**src/rtl/dram_req_ctrl.sv**
```systemverilog
// Core load/store to single-port RAM request controller; sub-word stores use read-modify-write.
// Optional `DRAM_REQ_MISALIGN_CHK_EN: reject misaligned half/word and reserved size with o_rsp_err.
//
// state   | meaning
// IDLE    | ready for a request (ready raised on first edge after reset)
// ISSUE   | RAM command issued at accept edge
// DATA    | RAM read data valid on i_ram_data
// WRITE   | merged word written back (sub-word store)
// RSP     | response held until i_rsp_ready
module dram_req_ctrl #(
    parameter int ADDR_W    = 32,
    parameter int RAM_DEPTH = 1024,
    localparam int RAM_AW   = $clog2(RAM_DEPTH)
) (
    input  logic              clk,
    input  logic              aresetn,
    input  logic              i_req_valid,
    output logic              o_req_ready,
    input  logic              i_req_wen,
    input  logic [1:0]        i_req_size,
    input  logic [ADDR_W-1:0] i_req_addr,
    input  logic [31:0]       i_req_wdata,
    output logic              o_rsp_valid,
    input  logic              i_rsp_ready,
    output logic [31:0]       o_rsp_rdata,
    output logic              o_rsp_err,
    output logic              o_ram_en,
    output logic              o_ram_wen,
    output logic [RAM_AW-1:0] o_ram_addr,
    output logic [31:0]       o_ram_data,
    input  logic [31:0]       i_ram_data
);

    typedef enum logic [2:0] {S_IDLE, S_ISSUE, S_DATA, S_WRITE, S_RSP} state_t;

    localparam logic [1:0] K_BYTE = 2'b00;
    localparam logic [1:0] K_HALF = 2'b01;
    localparam logic [1:0] K_WORD = 2'b10;

    state_t            state_q, state_d;
    logic              req_ready_q, req_ready_d;
    logic              rsp_valid_q, rsp_valid_d;
    logic [31:0]       rsp_rdata_q, rsp_rdata_d;
    logic              rsp_err_q, rsp_err_d;
    logic              ram_en_q, ram_en_d;
    logic              ram_wen_q, ram_wen_d;
    logic [RAM_AW-1:0] ram_addr_q, ram_addr_d;
    logic [31:0]       ram_data_q, ram_data_d;
    logic              st_wen_q, st_wen_d;
    logic [1:0]        kind_q, kind_d;
    logic [1:0]        off_q, off_d;
    logic [31:0]       wdata_q, wdata_d;

    logic [1:0]        req_kind;
    logic              req_bad;
    logic              unused_addr_hi;

    // Upper address bits beyond the RAM are intentionally dropped (address wraps).
    assign unused_addr_hi = ^i_req_addr[ADDR_W-1:RAM_AW+2];

    function automatic logic [31:0] lane_extract(input logic [31:0] w, input logic [1:0] kind,
                                                 input logic [1:0] off);
        logic [31:0] r;
        r = w;
        if (kind == K_BYTE)
            r = {24'd0, w[{off, 3'b000} +: 8]};
        else if (kind == K_HALF)
            r = {16'd0, w[{off[1], 4'b0000} +: 16]};
        return r;
    endfunction

    function automatic logic [31:0] lane_merge(input logic [31:0] w, input logic [31:0] d,
                                               input logic [1:0] kind, input logic [1:0] off);
        logic [31:0] r;
        r = w;
        if (kind == K_BYTE)
            r[{off, 3'b000} +: 8] = d[7:0];
        else if (kind == K_HALF)
            r[{off[1], 4'b0000} +: 16] = d[15:0];
        else
            r = d;
        return r;
    endfunction

    always_comb begin
        req_kind = i_req_size[1] ? K_WORD : (i_req_size[0] ? K_HALF : K_BYTE);
`ifdef DRAM_REQ_MISALIGN_CHK_EN
        req_bad = (i_req_size == 2'b11) ||
                  (i_req_size == 2'b01 && i_req_addr[0]) ||
                  (i_req_size == 2'b10 && i_req_addr[1:0] != 2'b00);
`else
        req_bad = 1'b0;
`endif
    end

    always_comb begin
        state_d     = state_q;
        req_ready_d = req_ready_q;
        rsp_valid_d = rsp_valid_q;
        rsp_rdata_d = rsp_rdata_q;
        rsp_err_d   = rsp_err_q;
        ram_en_d    = 1'b0;
        ram_wen_d   = 1'b0;
        ram_addr_d  = ram_addr_q;
        ram_data_d  = ram_data_q;
        st_wen_d    = st_wen_q;
        kind_d      = kind_q;
        off_d       = off_q;
        wdata_d     = wdata_q;
        unique case (state_q)
            S_IDLE: begin
                if (!req_ready_q) begin
                    req_ready_d = 1'b1;
                end else if (i_req_valid) begin
                    req_ready_d = 1'b0;
                    st_wen_d    = i_req_wen;
                    kind_d      = req_kind;
                    off_d       = i_req_addr[1:0];
                    wdata_d     = i_req_wdata;
                    ram_addr_d  = i_req_addr[RAM_AW+1:2];
                    if (req_bad) begin
                        rsp_valid_d = 1'b1;
                        rsp_err_d   = 1'b1;
                        rsp_rdata_d = 32'd0;
                        state_d     = S_RSP;
                    end else begin
                        // Sub-word stores start with a read; only word stores write directly.
                        ram_en_d   = 1'b1;
                        ram_wen_d  = i_req_wen && (req_kind == K_WORD);
                        ram_data_d = i_req_wdata;
                        state_d    = S_ISSUE;
                    end
                end
            end
            S_ISSUE: begin
                if (st_wen_q && kind_q == K_WORD) begin
                    rsp_valid_d = 1'b1;
                    rsp_rdata_d = 32'd0;
                    state_d     = S_RSP;
                end else begin
                    state_d = S_DATA;
                end
            end
            S_DATA: begin
                if (st_wen_q) begin
                    ram_en_d   = 1'b1;
                    ram_wen_d  = 1'b1;
                    ram_data_d = lane_merge(i_ram_data, wdata_q, kind_q, off_q);
                    state_d    = S_WRITE;
                end else begin
                    rsp_valid_d = 1'b1;
                    rsp_rdata_d = lane_extract(i_ram_data, kind_q, off_q);
                    state_d     = S_RSP;
                end
            end
            S_WRITE: begin
                rsp_valid_d = 1'b1;
                rsp_rdata_d = 32'd0;
                state_d     = S_RSP;
            end
            S_RSP: begin
                if (i_rsp_ready) begin
                    rsp_valid_d = 1'b0;
                    rsp_rdata_d = 32'd0;
                    rsp_err_d   = 1'b0;
                    req_ready_d = 1'b1;
                    state_d     = S_IDLE;
                end
            end
            default: state_d = S_IDLE;
        endcase
    end

    always_ff @(posedge clk or negedge aresetn) begin
        if (!aresetn) begin
            state_q     <= S_IDLE;
            req_ready_q <= 1'b0;
            rsp_valid_q <= 1'b0;
            rsp_rdata_q <= 32'd0;
            rsp_err_q   <= 1'b0;
            ram_en_q    <= 1'b0;
            ram_wen_q   <= 1'b0;
            ram_addr_q  <= '0;
            ram_data_q  <= 32'd0;
            st_wen_q    <= 1'b0;
            kind_q      <= K_BYTE;
            off_q       <= 2'b00;
            wdata_q     <= 32'd0;
        end else begin
            state_q     <= state_d;
            req_ready_q <= req_ready_d;
            rsp_valid_q <= rsp_valid_d;
            rsp_rdata_q <= rsp_rdata_d;
            rsp_err_q   <= rsp_err_d;
            ram_en_q    <= ram_en_d;
            ram_wen_q   <= ram_wen_d;
            ram_addr_q  <= ram_addr_d;
            ram_data_q  <= ram_data_d;
            st_wen_q    <= st_wen_d;
            kind_q      <= kind_d;
            off_q       <= off_d;
            wdata_q     <= wdata_d;
        end
    end

    assign o_req_ready = req_ready_q;
    assign o_rsp_valid = rsp_valid_q;
    assign o_rsp_rdata = rsp_rdata_q;
    assign o_rsp_err   = rsp_err_q;
    assign o_ram_en    = ram_en_q;
    assign o_ram_wen   = ram_wen_q;
    assign o_ram_addr  = ram_addr_q;
    assign o_ram_data  = ram_data_q;

endmodule
```
**config.mk**
```make
export PLATFORM = sky130hd
export DESIGN_NAME = dram_req_ctrl
export DESIGN_NICKNAME = d
export VERILOG_FILES = /design/src/rtl/dram_req_ctrl.sv
export SDC_FILE = /design/constraint.sdc
export NUM_CORES = 1
export LEC_CHECK = 0
export ABC_AREA = 1
export BUFFER_PORTS_ARGS = -buffer_cell sky130_fd_sc_hd__buf_2
export CAP_MARGIN = 20
export CORE_ASPECT_RATIO = 0.75
export CORE_MARGIN = 2
export CORE_UTILIZATION = 31
export CTS_CLUSTER_SIZE = 25
export DETAILED_ROUTE_END_ITERATION = 7
export PLACE_DENSITY_LB_ADDON = 0.2
export SLEW_MARGIN = 20
export SYNTH_ARGS = -nofsm -noshare
export SYNTH_HDL_FRONTEND = slang
export SYNTH_SLANG_ARGS = --single-unit
```
**constraint.sdc**
```tcl
create_clock -name clk -period 2.5 [get_ports clk]
set_clock_uncertainty 0.2 [all_clocks]
set_input_delay 0.125 -clock clk [delete_from_list [all_inputs] [get_ports clk]]
set_output_delay 0.125 -clock clk [all_outputs]
set_load 0.01 [all_outputs]
```
==> results of run 1 <==
## cell usage after synthesis, types with 4 or more instances
master	count	area (µm²)
nor2_1	80	300.3
o211ai_1	19	142.6
inv_1	130	488.0
ha_1	5	62.56
buf_4	5	37.54
nand2_1	478	1794
dfrtp_1	118	2953
a21oi_1	11	55.05
or2_1	9	56.30
buf_6	7	78.83
buf_2	20	100.1
clkinv_1	4	15.01
nand3_1	104	520.5
nor2_2	5	31.28
o21ai_0	55	275.3
clkbuf_1	19	71.32
or2_2	16	100.1
## layer usage
layer	vias up	part of all wire, %	global-route usage (%)
li1	3823	-	-
met1	3429	50	30.54
met2	265	42	31.33
met3	22	6.7	4.608
met4	0	1.2	5.827
met5	-	0	0
## final timing paths
check | to | slack [ps] | cells after the start
max | o_ram_data[8] | 330 | 9
min | o_rsp_rdata[4] | 9 | 7
max reg2reg | o_ram_data[8] | 330 | 9
min reg2reg | o_rsp_valid | 270 | 2
max in group asynchronous | wdata_q[19] | 1290 | 3
min in group asynchronous | o_rsp_rdata[27] | 50 | 2
## where the power goes
part,internal [mW],switching [mW],total [mW]
logic,2.02,3.53,5.55
registers,2.79,0.575,3.37
clock network,1.47,0.990,2.46
## final cells by class
type,instances,area share [%]
Multi-Input combinational cell,791,35.35
Sequential cell,118,30.35
Timing Repair Buffer,270,19.29
Inverter,135,5.208
Clock buffer,17,4.372
Tap cell,300,3.858
Clock inverter,15,1.582
## stage by stage
stage / util, % / total power, mW
after global routing: 42.53 / 12.38
after floorplan: - / 7.034
after global placement: 36.54 / 8.794
after detailed placement: 36.54 / 8.848
after CTS: 42.53 / 11.46
final: 42.53 / 11.38
## cell families (layout without fill, tap and decap cells)
family	after synthesis	in the layout	share of synthesized area, %
adders and majority gates	5	5	0.8691
other	1	1	0.05210
DFF	118	118	41.02
AOI/OAI and AO/OA	85	85	6.570
buffers and inverters	189	437	11.19
and+or+nand+nor	700	700	40.29
## flip-flops by register name (all words and copies together) (netlist names), 2 cells and up
signal,count
o_ram_data,32
off_q,2
kind_q,2
o_ram_addr,10
o_rsp_rdata,32
state_q,3
wdata_q,32
## layout by cell type, fill, tap and decap left out, drive strengths merged
master       netlist  final
a21oi             11     11
buf               35    191
bufinv             0      2
clkbuf            19     17
clkinv             4      9
clkinvlp           0      4
conb               1      1
dfrtp            118    118
dlygate4sd3        0     79
ha                 5      5
inv              131    135
nand2            479    479
nand3            105    105
nand3b             1      1
nand4              1      1
nor2              88     88
nor3               1      1
o211ai            19     19
o21ai             55     55
or2               25     25
## worst max-delay path, stage by stage (launching register included)
cell     delay (ps)
dfrtp_1         410
nor2_2          180
nand2_1         410
inv_1           210
buf_4           230
nor2_1           60
nor2_1          110
nand3_1         130
nand2_1          90
inv_1            40
==> run metrics, run 1 <==
final WL 25.17 mm; CTS resizes 0; Final ANT Viol Nets 0; layout overhead on the synthesized area 35.18%; Distinct cells, synth 27; RSZ-0062 raised after global routing false; crit start category flop; Post-Place Cells 1535; Die Span Y 136.0 µm; largest net degree at the start of global routing 63; Fmax achieved 0.4600 GHz; Crit. End Element flop; core footprint 0.02288 mm²; Clock Pin Slew Worst Setup and Hold Paths 60 ps; row cnt 48; Cell Pwr Density 1169 mW/mm²; Root Buffer clkbuf_16; first-pass GRT wire length 39.95 mm; ratio of cells with drive above 1 in the final layout 18.65%; status finished, final reports clean; clk_lat worst skew 420 ps; Pleak 5.519 nW; fillcell total 2467; post-route cell area 0.009731 mm²; Post-Syn Instances 1098; Initial Util 31.46%; DR pass1 iterations 7; routed via count 7539; setup repair bufs after CTS 0; Die Width 180.0 µm; Avg Inst Size Synth 6.556 µm²; VDD IR max 0.0006036 V; storage element area 0.002953 mm²; Final Hold Viols 0; hold_ws 8.742 ps; Primary FF master, synth dfrtp_1; EDFF count, synth 0; CP max FO 13; Slew HR 56.09%; WL per Instance 15.29 µm; Data arrival, critical path 2290 ps; Post-Syn Nets 1206; Placement Setup Slack 384.0 ps; initial antenna violation count 0; Final period util 86.96%; crit path from state_q[2]; clk sinks 118; multi-input combinational cell area 0.003440 mm²; number of global-route vias before repair 7209; worst-margin pin slew 657.1 ps; synth warn 0; GRT Total Usage 21.02%; Max Cap Viol 0; Worst Setup Slack, final 326.1 ps; gr ovfl total 0; placed cell areas 0.008361 mm²; Post-Syn Area 0.007198 mm²; ant diodes 0; IO Pins 182; min Tclk post-route 2174 ps; Iteration-0 DRC Markers 628; Final Non-Filler Cells 1646; DIE AREA 0.02447 mm²; DRC 0; CTS Hold Buffers Added 79; critical path required time 2620 ps; Hold Path Class primary input to flop; Routability Congestion 0.8980; Max Slew Vio Count 0; critical path class flop to flop; Seq/Total Area, Yosys 41.02%; CTS tree done; Max Root-Sink Buffers 2; HPWL Detailed 18.16 mm; H-tree levels 4; Reg-to-Reg Start state_q[2]; Layout Nets 1441; IO Port Bufs 160; min-delay src i_ram_data[4]; Final Setup Violations 0; total CTS buffers 17; post-synthesis sequential element count 118; Vias/cell 4.580; asr flop ratio synth 100.0%; Fin Setup TNS 0 ps
(Power assumes the default switching activity.)
==> run 2: changes to the inputs <==
--- a/config.mk
+++ b/config.mk
@@ -10,7 +10,7 @@
 export CAP_MARGIN = 20
 export CORE_ASPECT_RATIO = 0.75
 export CORE_MARGIN = 2
-export CORE_UTILIZATION = 31
+export CORE_UTILIZATION = 30
 export CTS_CLUSTER_SIZE = 25
 export DETAILED_ROUTE_END_ITERATION = 7
 export PLACE_DENSITY_LB_ADDON = 0.2
==> run 2 against run 1 <==
Global-route usage fell by 0.44 points. Count of clock-buffer cells in the layout did not move. Largest power group unchanged. Utilization fell by 1.3 points. Sequential share of layout area fell by 0.22 points. Clock power barely moved. Largest cell class unchanged. Highest routed layer unchanged. Via count rose by 0.29%.
==> run metrics, run 2 (synthesis results as in run 1) <==
HPWL Detailed 18.74 mm (+3.2%); Min-Delay Endpoint o_rsp_rdata[7]; DIE AREA 0.02526 mm² (+3.2%); Clock Pin Slew Worst Setup and Hold Paths 60 ps (about the same); Max Slew Vio Count 0 (unchanged); placed cell areas 0.008386 mm² (+0.30%); clk sinks 118 (unchanged); critical path required time 2660 ps (+40 ps); Bufs and invs on worst path 3 (unchanged); number of global-route vias before repair 6982 (-3.1%); row cnt 49 (+2.1%); Max Cap Viol 0 (unchanged); commonest non-fill, non-tap cell in the layout nand2_1; setup repair bufs after CTS 0 (unchanged); CP max FO 8 (-5); Die Width 182.9 µm (+1.6%); total CTS buffers 17 (unchanged); Final Setup Violations 0 (unchanged); worst reg2reg setup slack 250 ps (-80 ps); Routability Congestion 0.8772 (-2.3%); worst r2r path cells 10 (+1); hold_ws 61.53 ps (+52.79 ps); Internal 6.304 mW (+0.27%); routed via count 7561 (+0.29%); crit start category flop; Final period util 89.97% (+3.0 points); post-route cell area 0.009803 mm² (+0.75%); worst-path cell chain clkinv_1, ha_1, inv_1, nor2_1, nand3_1, nand2_1, nand2_1, nand3_1, nand2_1, inv_1; Die Span Y 138.1 µm (+1.6%); Crit. End Element flop; Reg-to-Reg Start off_q[1]; GRT Total Usage 20.58% (-0.44 points); IO Port Bufs 160 (unchanged); first-pass GRT wire length 40.25 mm (+0.76%); Data arrival, critical path 2410 ps (+120 ps); Top Family by Delay on Critical Path simple AND/OR/NAND/NOR gates; min-delay src i_ram_data[7]; gr ovfl total 0 (unchanged); Hold Path Class primary input to flop; Root Buffer clkbuf_16; largest net degree at the start of global routing 62 (-1.6%); Layout Nets 1444 (+0.21%); Vias/cell 4.569 (-0.25%); Final Non-Filler Cells 1655 (+0.55%); Post-Place Cells 1540 (+0.33%); Initial Util 30.26% (-1.2 points); Fmax achieved 0.4446 GHz (-3.4%); Iteration-0 DRC Markers 749 (+19%); ratio of cells with drive above 1 in the final layout 18.61% (-0.041 points); Critical-path top delay cell nor2_1; sequential power share 29.5% (about the same); min Tclk post-route 2249 ps (+75.41 ps); Final ANT Viol Nets 0 (unchanged); worst-margin pin slew 930.4 ps (+273.3 ps); clk_lat worst skew 420 ps (about the same); post-layout power 11.45 mW (+0.65%); H-tree levels 4 (unchanged); layout overhead on the synthesized area 36.19%; final WL 25.69 mm (+2.1%); Pleak 5.512 nW (-0.13%); RSZ-0062 raised after global routing false; initial antenna violation count 0 (unchanged); slowest stage delay, CP 460 ps (+50 ps); most frequent cells in the layout nand2_1, buf_2, inv_1, dfrtp_1, nand3_1; Hold Path Depth 7 (unchanged); Top cell by count, worst path nand2_1; sw power 5.149 mW (+1.1%); Final Hold Viols 0 (unchanged); WL per Instance 15.52 µm (+1.5%); Sw Ratio 44.96% (+0.21 points); CTS tree done; Slew HR 37.77% (-18 points); DR pass1 iterations 5 (-2); DRC 0 (unchanged); Comb power frac 49.1% (+0.3 points); critical path class flop to flop; core footprint 0.02379 mm² (+4.0%); RR Endpoint o_ram_data[16]; IO Pins 182 (unchanged); ant diodes 0 (unchanged); Clock power frac 21.4% (-0.2 points); Cell Pwr Density 1168 mW/mm² (about the same); Max Root-Sink Buffers 2 (unchanged); status finished, final reports clean; Fin Setup TNS 0 ps (unchanged); VDD IR max 0.0005821 V (-3.6%)
==> run 2: through the flow <==
step,setup slack [ps],util [%]
2_1_floorplan,263.1,-
3_3_place_gp,357.4,35.25
3_5_place_dp,326.6,35.25
4_1_cts,147.6,41.20
5_1_grt,72.17,41.21
6_report,250.7,41.21
==> run 2: final cells by class <==
| cell class | count | area [µm²] |
|---|---|---|
| inverter | 135 | 510.5 |
| multi-input combinational | 791 | 3440 |
| clock inverter | 15 | 157.7 |
| timing repair buffer | 273 | 1934 |
| tap | 306 | 382.9 |
| sequential | 118 | 2953 |
| fill | 2602 | 13980 |
| clock buffer | 17 | 425.4 |
==> run 2: worst max path at each step <==
stage,startpoint,endpoint,cells past startpoint
2_1_floorplan,off_q[1],o_ram_data[0],9
3_3_place_gp,off_q[1],o_ram_data[16],10
3_5_place_dp,off_q[1],o_ram_data[16],10
4_1_cts,state_q[1],kind_q[0],8
5_1_grt,off_q[1],o_ram_data[16],10
6_report,off_q[1],o_ram_data[16],10
==> run 2: tightest hold or removal path, stage by stage <==
cell and delay, ps:
buf_2 130, o211ai_1 110, nand2_1 70, nand2_1 40
nand2_1 70, nand2_1 50, nand2_1 50
==> run 2: timing repair <==
item	4_1_cts	5_1_grt
endpoints found under the setup margin	0	1
endpoints found under the hold margin	222	0
gates resized for setup	0	1
hold buffers	83	0
==> run 2: power groups by stage <==
| stage | clock network (mW) | registers [mW] | logic (mW) |
|---|---|---|---|
| final | 2.45 | 3.37 | 5.63 |
| after global placement | 0 | 3.38 | 5.48 |
| after floorplan | 0 | 3.53 | 3.51 |
| after detailed placement | 0 | 3.38 | 5.54 |
| after global routing | 2.60 | 3.47 | 6.35 |
| after CTS | 2.51 | 3.37 | 5.66 |
==> run 2: layer usage <==
layer | share of wire (%) | vias to the layer above | GRT usage (%) | wire length, µm
met5 | 0 | - | 0 | 0
met4 | 0.91 | 0 | 3.916 | 233
met3 | 6.2 | 12 | 4.715 | 1585
met2 | 41 | 239 | 29.02 | 10610
met1 | 52 | 3480 | 31.98 | 13270
li1 | - | 3830 | - | -
==> run 3: changes to the inputs <==
--- a/config.mk
+++ b/config.mk
@@ -5,14 +5,14 @@
 export SDC_FILE = /design/constraint.sdc
 export NUM_CORES = 1
 export LEC_CHECK = 0
-export ABC_AREA = 1
 export BUFFER_PORTS_ARGS = -buffer_cell sky130_fd_sc_hd__buf_2
 export CAP_MARGIN = 20
 export CORE_ASPECT_RATIO = 0.75
-export CORE_MARGIN = 2
+export CORE_MARGIN = 5
 export CORE_UTILIZATION = 30
 export CTS_CLUSTER_SIZE = 25
 export DETAILED_ROUTE_END_ITERATION = 7
+export GPL_ROUTABILITY_DRIVEN = 1
 export PLACE_DENSITY_LB_ADDON = 0.2
 export SLEW_MARGIN = 20
 export SYNTH_ARGS = -nofsm -noshare
==> run 3 against run 2 <==
Synthesized cell count fell by 41%. First-iteration DRC count decreased by 37%. Non-clock buffer count shrank 7. Worst setup slack lost 45 ps.
==> run metrics, run 3 <==
status finished, final reports clean; H-tree levels 4 (unchanged); min Tclk post-route 2294 ps (+44.55 ps); Synth top area share 46.24% (+5.2 points); simple-gate area share of the yosys netlist 12.11% (-28 points); clk sinks 118 (unchanged); ratio of cells with drive above 1 in the final layout 32.17% (+14 points); worst-margin pin slew 569.5 ps (-360.9 ps); main combinational cell family by area after synthesis compound AO/OA/AOI/OAI gates; Root Buffer clkbuf_16; GRT Total Usage 19.40% (-1.2 points); IO Port Bufs 160 (unchanged); Max Used Layer met4; Fin Setup TNS 0 ps (unchanged); Final Setup Violations 0 (unchanged); number of global-route vias before repair 6002 (-14%); Hold Path Depth 4 (-3); row cnt 46 (-6.1%); total CTS buffers 17 (unchanged); most frequent cells in the layout buf_2, dfrtp_1, nand2_1, dlygate4sd3_1, mux2_2; asr flop ratio synth 100.0% (unchanged); critical path required time 2650 ps (about the same); Crit. End Element flop; Synth area leader dfrtp_1; Die Width 178.5 µm (-2.4%); post-synthesis mux area share 14.17% (+14 points); clk_lat worst skew 420 ps (about the same); Iteration-0 DRC Markers 469 (-37%); Primary FF master, synth dfrtp_1; Reg-to-Reg Start off_q[0]; first-pass GRT wire length 35.66 mm (-11%); Synth Area in XOR/XNOR 0% (unchanged); CP max FO 8 (unchanged); Seq/Total Area, Yosys 46.24% (+5.2 points); ant diodes 0 (unchanged); Final period util 91.76% (+1.8 points); Initial Util 30.32% (+0.056 points); Pleak 3.990 nW (-28%); crit path from off_q[0]; Vias/cell 5.133 (+12%); routed via count 6041 (-20%); Area contributors post-synth dfrtp_1, mux2_2, nand2_1, mux2i_1, o211ai_1; Slew HR 61.78% (+24 points); EDFF count, synth 0 (unchanged); Max Root-Sink Buffers 2 (unchanged); Post-Syn Area 0.006386 mm² (-11%); HPWL Detailed 16.93 mm (-9.7%); RSZ-0062 raised after global routing false; Hold Path Class primary input to flop; Data arrival, critical path 2440 ps (+30 ps); DRC 0 (unchanged); count leader, synth dfrtp_1; met3 WL 1.763 mm (+11%); WL per Instance 19.93 µm (+28%); post-layout power 10.75 mW (-6.1%); crit start category flop; Cell Pwr Density 1201 mW/mm² (+2.8%); commonest non-fill, non-tap cell in the layout buf_2; Synth Area in Compound Gates 20.57% (+14 points); met2 WL 10.19 mm (-4.0%); gr ovfl total 0 (unchanged); initial antenna violation count 0 (unchanged); synth warn 0 (unchanged); worst r2r path cells 6 (-4); Max Cap Viol 0 (unchanged); Distinct cells, synth 49 (+81%); core footprint 0.02107 mm² (-11%); CTS tree done; post-synthesis sequential element count 118 (unchanged); met1 WL 11.19 mm (-16%); Post-Syn Nets 758 (-37%); Max Slew Vio Count 0 (unchanged); Avg Inst Size Synth 9.825 µm² (+50%); DR pass1 iterations 5 (unchanged); critical path class flop to flop; Final Hold Viols 0 (unchanged); synth cell count leaders dfrtp_1, nand2_1, mux2_2; largest net degree at the start of global routing 54 (-13%); Post-Syn Instances 650 (-41%); Clock Pin Slew Worst Setup and Hold Paths 60 ps (about the same); Routability Congestion 0.8771 (about the same); final WL 23.46 mm (-8.7%); Layout Nets 985 (-32%); IO Pins 182 (unchanged); min-delay src i_ram_data[13]; layout overhead on the synthesized area 40.20%; Fmax achieved 0.4359 GHz (-1.9%); Final ANT Viol Nets 0 (unchanged); VDD IR max 0.0005182 V (-11%); Final Util 42.50% (+1.3 points); DIE AREA 0.02434 mm² (-3.7%); Synth Area in Adders 0.9796% (+0.11 points); Die Span Y 136.4 µm (-1.3%)
[run 3: cell families (layout without fill, tap and decap cells)]
group,Yosys count,after routing
AO/OA/AOI/OAI,190,190
AND/OR/NAND/NOR,162,162
flip-flops,118,118
buffers and inverters,91,330
multiplexers,83,83
adder cells (fa/ha/maj),5,5
other,1,1
[run 3: path summary, 6_finish.rpt]
path	slack [ps]	endpoint
min in group asynchronous	420	o_rsp_rdata[14]
max in group asynchronous	1190	wdata_q[19]
min	10	o_rsp_rdata[13]
min reg2reg	280	o_rsp_valid
max reg2reg	210	o_ram_data[26]
max	210	o_ram_data[26]
[run 3: worst max-delay path, stage by stage, from the launching register on]
cell     delay [ps]
dfrtp_1         340
inv_1            80
ha_1            250
or3b_2          610
o32ai_1         410
nand2_1         150
a31oi_1         190
[run 3: stage by stage]
step | instances | area, µm² | hold WS, ps | setup slack [ps]
3_5_place_dp | 1071 | 7674 | -103.7 | 235.0
3_3_place_gp | 1071 | 7674 | -104.3 | 243.2
5_1_grt | 1177 | 8954 | 50.02 | 90.32
6_report | 1177 | 8954 | 14.99 | 206.1
4_1_cts | 1177 | 8954 | 5.646 | 220.6
2_1_floorplan | 650 | 6399 | -370.6 | 24.86
[run 3: repair_timing]
item	4_1_cts	5_1_grt
hold buffers	75	0
hold endpoints to repair	223	0
endpoints found under the setup margin	0	0
gates resized for setup	0	0
setup buffers	0	0
[run 3: layer usage]
| metal | up-vias | track usage (%) |
|---|---|---|
| li1 | 2818 | - |
| met1 | 2979 | 28.47 |
| met2 | 222 | 28.82 |
| met3 | 22 | 4.226 |
| met4 | 0 | 5.326 |
| met5 | - | 0 |
[run 3: layout make-up]
type                    instances  area, µm²
fillers                      2153      12110
flip-flops and latches        118       2953
inverters                      33      123.9
clock buffers                  22      464.2
clock inverters                 9      55.05
multi-input cells             441       3075
repair buffers                266       1922
well taps                     288      360.3
[run 3: power breakdown]
group	switching [mW]	internal, mW	total, mW
clock network	0.885	1.30	2.18
logic	2.82	2.29	5.11
registers	0.664	2.79	3.46
